===== src/rtl/seq_pkg.sv =====
// Shared types and widths for the sequence capture/playback block.
// Pointers address up to SEQ_DEPTH_MAX entries; lengths need one extra bit to hold the full count.
package seq_pkg;
    localparam int SEQ_DEPTH_MAX = 16;
    localparam int PTR_W         = $clog2(SEQ_DEPTH_MAX);
    localparam int LEN_W         = PTR_W + 1;
    localparam int CNT_W         = 8;

    typedef enum logic [2:0] {
        ST_IDLE,
        ST_CAPTURE,
        ST_SHOW,
        ST_BLANK,
        ST_DONE
    } seq_state_t;
endpackage


===== src/rtl/seq_timer.sv =====
// Loadable down-counter with terminal-count flag, used for the HOLD and GAP phases.
// Latency: count visible the cycle after load; tc is combinational on the count.
// No backpressure: load has priority over en; the counter holds at zero.
module seq_timer #(
    parameter int W = 8
) (
    input  logic         clk,
    input  logic         reset,
    input  logic         i_load,
    input  logic [W-1:0] i_load_val,
    input  logic         i_en,
    output logic         o_tc
);
    logic [W-1:0] r_cnt;

    always_ff @(posedge clk or negedge reset) begin
        if (!reset) begin
            r_cnt <= '0;
        end else if (i_load) begin
            r_cnt <= i_load_val;
        end else if (i_en && (r_cnt != '0)) begin
            r_cnt <= r_cnt - 1'b1;
        end
    end

    assign o_tc = (r_cnt == '0);
endmodule


===== src/rtl/seq_capture_player.sv =====
// Captures len consecutive LFSR values, then replays each for HOLD cycles followed by GAP blank cycles.
// Latency: first element shown len+1 cycles after start; done pulses at 1+len+len*(HOLD+GAP). No backpressure.
// SEQ_NONZERO_EN: zero samples are skipped during capture (LFSR keeps advancing).
module seq_capture_player #(
    parameter int DEPTH = 8,
    parameter int HOLD  = 4,
    parameter int GAP   = 2
) (
    input  logic       clk,
    input  logic       reset,
    input  logic       start,
    input  logic       abort,
    input  logic [3:0] seq_len,
    input  logic [2:0] rnd,
    output logic       lfsr_en,
    output logic [2:0] show,
    output logic       show_valid,
    output logic       busy,
    output logic       done
);
    import seq_pkg::*;

    localparam logic [LEN_W-1:0] DEPTH_L = LEN_W'(DEPTH);
    localparam logic [CNT_W-1:0] HOLD_L  = CNT_W'(HOLD - 1);
    localparam logic [CNT_W-1:0] GAP_L   = CNT_W'(GAP - 1);

    seq_state_t       r_state;
    seq_state_t       w_state_nxt;
    logic [LEN_W-1:0] r_len;
    logic [LEN_W-1:0] w_len_nxt;
    logic [LEN_W-1:0] w_len_req;
    logic [PTR_W-1:0] r_wr_ptr;
    logic [PTR_W-1:0] w_wr_ptr_nxt;
    logic [PTR_W-1:0] r_rd_ptr;
    logic [PTR_W-1:0] w_rd_ptr_nxt;
    logic [2:0]       r_mem [SEQ_DEPTH_MAX];
    logic [2:0]       w_rd_dat;
    logic             w_wr_en;
    logic             w_sample_ok;
    logic             w_last_wr;
    logic             w_last_rd;
    logic             w_tmr_load;
    logic [CNT_W-1:0] w_tmr_val;
    logic             w_tmr_en;
    logic             w_tmr_tc;

    logic             r_lfsr_en;
    logic [2:0]       r_show;
    logic             r_show_valid;
    logic             r_busy;
    logic             r_done;

    assign w_len_req = (LEN_W'(seq_len) > DEPTH_L) ? DEPTH_L : LEN_W'(seq_len);
    assign w_last_wr = ({1'b0, r_wr_ptr} == (r_len - LEN_W'(1)));
    assign w_last_rd = ({1'b0, r_rd_ptr} == (r_len - LEN_W'(1)));

`ifdef SEQ_NONZERO_EN
    assign w_sample_ok = (rnd != 3'b000);
`else
    assign w_sample_ok = 1'b1;
`endif

    always_comb begin
        w_state_nxt  = r_state;
        w_len_nxt    = r_len;
        w_wr_ptr_nxt = r_wr_ptr;
        w_rd_ptr_nxt = r_rd_ptr;
        w_wr_en      = 1'b0;
        w_tmr_load   = 1'b0;
        w_tmr_val    = '0;
        w_tmr_en     = 1'b0;

        case (r_state)
            ST_IDLE: begin
                if (start && (seq_len != 4'd0)) begin
                    w_state_nxt = ST_CAPTURE;
                    w_len_nxt   = w_len_req;
                end
            end
            ST_CAPTURE: begin
                if (w_sample_ok) begin
                    w_wr_en      = 1'b1;
                    w_wr_ptr_nxt = r_wr_ptr + 1'b1;
                    if (w_last_wr) begin
                        w_state_nxt  = ST_SHOW;
                        w_rd_ptr_nxt = '0;
                        w_tmr_load   = 1'b1;
                        w_tmr_val    = HOLD_L;
                    end
                end
            end
            ST_SHOW: begin
                w_tmr_en = 1'b1;
                if (w_tmr_tc) begin
                    w_state_nxt = ST_BLANK;
                    w_tmr_load  = 1'b1;
                    w_tmr_val   = GAP_L;
                end
            end
            ST_BLANK: begin
                w_tmr_en = 1'b1;
                if (w_tmr_tc) begin
                    if (w_last_rd) begin
                        w_state_nxt = ST_DONE;
                    end else begin
                        w_state_nxt  = ST_SHOW;
                        w_rd_ptr_nxt = r_rd_ptr + 1'b1;
                        w_tmr_load   = 1'b1;
                        w_tmr_val    = HOLD_L;
                    end
                end
            end
            ST_DONE: begin
                w_state_nxt = ST_IDLE;
            end
            default: begin
                w_state_nxt = ST_IDLE;
            end
        endcase

        if (abort) begin
            w_state_nxt = ST_IDLE;
        end

        // Every path back to IDLE (done, abort, stray state) starts the next run from a clean slate.
        if (w_state_nxt == ST_IDLE) begin
            w_wr_ptr_nxt = '0;
            w_rd_ptr_nxt = '0;
            w_wr_en      = 1'b0;
            w_tmr_load   = 1'b1;
            w_tmr_val    = '0;
        end
    end

    // The first element may be written on the same edge it is first shown (len=1).
    assign w_rd_dat = (w_wr_en && (r_wr_ptr == w_rd_ptr_nxt)) ? rnd : r_mem[w_rd_ptr_nxt];

    always_ff @(posedge clk) begin
        if (w_wr_en) begin
            r_mem[r_wr_ptr] <= rnd;
        end
    end

    always_ff @(posedge clk or negedge reset) begin
        if (!reset) begin
            r_state      <= ST_IDLE;
            r_len        <= '0;
            r_wr_ptr     <= '0;
            r_rd_ptr     <= '0;
            r_lfsr_en    <= 1'b0;
            r_show       <= '0;
            r_show_valid <= 1'b0;
            r_busy       <= 1'b0;
            r_done       <= 1'b0;
        end else begin
            r_state      <= w_state_nxt;
            r_len        <= w_len_nxt;
            r_wr_ptr     <= w_wr_ptr_nxt;
            r_rd_ptr     <= w_rd_ptr_nxt;
            r_lfsr_en    <= (w_state_nxt == ST_CAPTURE);
            r_show       <= (w_state_nxt == ST_SHOW) ? w_rd_dat : 3'd0;
            r_show_valid <= (w_state_nxt == ST_SHOW);
            r_busy       <= (w_state_nxt != ST_IDLE);
            r_done       <= (w_state_nxt == ST_DONE);
        end
    end

    seq_timer #(
        .W (CNT_W)
    ) u_timer (
        .clk        (clk),
        .reset      (reset),
        .i_load     (w_tmr_load),
        .i_load_val (w_tmr_val),
        .i_en       (w_tmr_en),
        .o_tc       (w_tmr_tc)
    );

    assign lfsr_en    = r_lfsr_en;
    assign show       = r_show;
    assign show_valid = r_show_valid;
    assign busy       = r_busy;
    assign done       = r_done;
endmodule


===== config.mk =====
export PLATFORM = sky130hd
export DESIGN_NAME = seq_capture_player
export DESIGN_NICKNAME = d
export VERILOG_FILES = /design/src/rtl/seq_pkg.sv /design/src/rtl/seq_timer.sv /design/src/rtl/seq_capture_player.sv
export SDC_FILE = /design/constraint.sdc
export NUM_CORES = 1
export LEC_CHECK = 0
export BUFFER_PORTS_ARGS = -buffer_cell sky130_fd_sc_hd__buf_2
export CAP_MARGIN = 5
export CORE_MARGIN = 5
export CORE_UTILIZATION = 55
export DETAILED_ROUTE_END_ITERATION = 10
export GPL_TIMING_DRIVEN = 1
export PLACE_DENSITY = 0.73
export SYNTH_ARGS = -nofsm -noshare
export SYNTH_HDL_FRONTEND = slang
export SYNTH_SLANG_ARGS = --single-unit

===== constraint.sdc =====
create_clock -name clk -period 4.12 [get_ports clk]
set_input_delay 0.412 -clock clk [delete_from_list [all_inputs] [get_ports clk]]
set_output_delay 0.412 -clock clk [all_outputs]
set_load 0.02 [all_outputs]

==> flow_summary.json <==
{
  "yosys.area_share.adder_pct": 2.57,
  "syn-num-nets": 359,
  "yosys.area.top_type": "edfxtp_1",
  "grt_usage_pct": 21.0,
  "ir_worst_vdd_uv": 205,
  "finalWorstSetupSlack_ns": 0.551,
  "hp-class": "in2async",
  "rr_endpoint": "show[1]",
  "gp_congestion": 0.907,
  "grt_max_degree": 31,
  "root_buffer": "clkbuf_8",
  "syn_area_um2": 3900,
  "period_minus_slack_ns": 3.57,
  "grt_pass1_vias": 2690,
  "vias": 2726,
  "cp.arrival_ns": 3.79,
  "fin_crit_sh_pct": 86.6,
  "avgViaCountPerCell": 5.90,
  "overflow": 0,
  "clk_pin_slew_worst_paths_ns": 0.08,
  "ant_nets": 0,
  "reg2regPathDepth": 11,
  "drc_errors": 0,
  "fmax_mhz": 280,
  "slew_viol_final": 0,
  "tightest_slew_ns": 1.24,
  "slew_headroom_pct": 16.1,
  "diodes": 0,
  "yosysMostFrequentCell": "edfxtp_1",
  "design.die.area_um2": 8870,
  "powerDensity_nw_per_um2": 369,
  "synth-seq-area-share_pct": 56.2,
  "ctsHtreeMaxLevel": 3,
  "synth_seq_cells": 78,
  "slowest_stage": "dfrtp_1",
  "synth-simple-area-share_pct": 17.6,
  "syn_avg_cell_area_um2": 11.5,
  "antenna_found_initial": 0,
  "drt-total-wl_mm": 8.41,
  "fin_nets": 380,
  "num_rows": 30,
  "rsz0062_at_grt": "no",
  "worstSetupPathType": "reg2reg",
  "cap_violations": 0,
  "required_ns": 4.34,
  "synth_mux_area_share_pct": 1.99,
  "cts_tree": "yes",
  "drt_iter0_drc": 207,
  "io_pins": 18,
  "async_reset_ff_share_pct": 38.5,
  "setup_viol": 0,
  "grt_pass1_wl_mm": 13.8,
  "post_cts_buffers": 0,
  "pre_cts_slack_ns": 0.624,
  "r2r_slack_ns": 0.55,
  "cts_resized": 0,
  "yosys-top-cells-area": "edfxtp_1 (37%), dfrtp_1 (19%), nand2_1 (3.8%), nor2_1 (3.1%), ha_1 (2.6%)",
  "die_y_um": 94.2,
  "hold_viol_final": 0,
  "setup_tns_ns": 0,
  "drt_pre_antenna_iters": 5,
  "dpl.hpwl_mm": 5.85,
  "clk_path_buf_depth": 2,
  "synth.top_cell.area_share_pct": 37.0,
  "synth_cell_types": 69,
  "post_drt_wl_per_cell_um": 18.2,
  "p_leak_nw": 1.65,
  "netlist_instances": 340,
  "power.total_mw": 1.57,
  "layout-drive-gt1-share_pct": 15.3,
  "synth_compound_area_share_pct": 13.5,
  "areaGrowthSynthToFinish_pct": 9.15,
  "fp.dieW_um": 94.2,
  "cts_inserted_buffers": 9,
  "synth_commonest_cells": "edfxtp_1 (48), nand2_1 (39), nor2_1 (32), dfrtp_1 (30), nand3_1 (18)",
  "path_cells": "inv_1 > ha_1 > nor3b_1 > nor2_1 > a41oi_1 > o21ai_1 > nand2_1 > mux2_2 > a221o_1 > o211ai_1 > o31ai_1",
  "end_kind": "register",
  "start_kind": "register",
  "cts_sinks": 78,
  "slowest_delay_ns": 0.46,
  "worstSkewPairLatency_ns": 0.36,
  "critPathMaxFanout": 13,
  "fin_worst_skew_ns": 0.00751,
  "n_fill_cell": 563,
  "start_util_pct": 57.1,
  "io_buffers": 17,
  "synth_xor_area_share_pct": 5.39,
  "synth_top_family_by_area": "simple AND/OR/NAND/NOR gates",
  "synth_warnings": 0,
  "status": "complete, no violations",
  "holdBufCountCts": 0,
  "core_area_um2": 6830,
  "r2r_start": "r_len[0]",
  "ys.flop_type": "edfxtp_1",
  "synth-edff-count": 48
}
## state kept, by name, indices dropped and copies added (netlist names)
signal         flops
r_mem             48
u_timer.r_cnt      8
r_len              4
r_rd_ptr           4
r_wr_ptr           4
r_state            3
show               3
busy               1
done               1
lfsr_en            1
show_valid         1
## critical path: cells and delay by family, from the launching register on
family	cells	cell delay (ns)
simple gates	3	1.02
flops	1	0.46
buf+inv	1	0.09
mux	1	0.40
fa+ha+maj	1	0.21
compound gates	5	1.25
## layout by cell type, fill, tap and decap left out, drive strengths merged, types with 3 or more instances in the layout
cell,count
a211oi,4
edfxtp,48
a31oi,11
and3,6
o21ai,17
a22oi,5
buf,20
nor4,7
mux2,3
clkinv,5
inv,12
xnor2,9
nand2,40
and2,5
mux2i,4
dfrtp,30
a221oi,4
clkbuf,10
a21oi,12
nand2b,7
nand3,18
nor2,32
xor2,7
nor3,5
ha,8
## metal layers
metal,vias to the layer above,part of all wire (%),track usage [%]
li1,1292,-,-
met1,1316,46,30.0
met2,101,45,31.4
met3,17,6.6,5.37
met4,0,2.1,6.74
met5,-,0,0
## worst max path at each step
stage | from | to | slack (ns) | cells after the start
2_1_floorplan | r_len[0] | show[1] | 1.17 | 11
3_3_place_gp | r_len[0] | show[1] | 0.83 | 11
3_5_place_dp | r_len[0] | show[1] | 0.62 | 11
4_1_cts | r_len[0] | show[1] | 0.60 | 11
5_1_grt | r_len[0] | show[1] | 0.17 | 11
6_report | r_len[0] | show[1] | 0.55 | 11
## layout make-up
cell class                 instances  area (µm²)  area share [%]
clock buffer                      10         128            3.00
tap                               96         120            2.82
sequential                        78        2190            51.5
clock inverter                     6        61.3            1.44
multi-input combinational        240        1600            37.6
inverter                          12        46.3            1.09
timing repair buffer              20         108            2.53
## report_power, final
part / internal [mW] / switching, mW
sequential: 0.843 / 0.0153
clock: 0.279 / 0.278
combinational: 0.0594 / 0.0952
total: 1.18 / 0.389
## cells by family (layout without fill, tap and decap cells)
logic type | after synthesis | after routing
simple gates | 134 | 134
flops | 78 | 78
compound gates | 72 | 72
buf+inv | 22 | 48
xor+xnor | 19 | 19
fa+ha+maj | 8 | 8
mux | 7 | 7
## per-stage QoR
stage,area [µm²],util [%],hold slack [ns],cells
final,4250,62.3,0.0682,462
after global routing,4250,62.3,0.144,462
after CTS,4250,62.3,0.0899,462
after detailed placement,4070,59.5,0.474,446
after global placement,4070,59.5,0.472,446
after floorplan,3900,-,0.116,340
No activity file was read; power rests on OpenSTA's default activity.
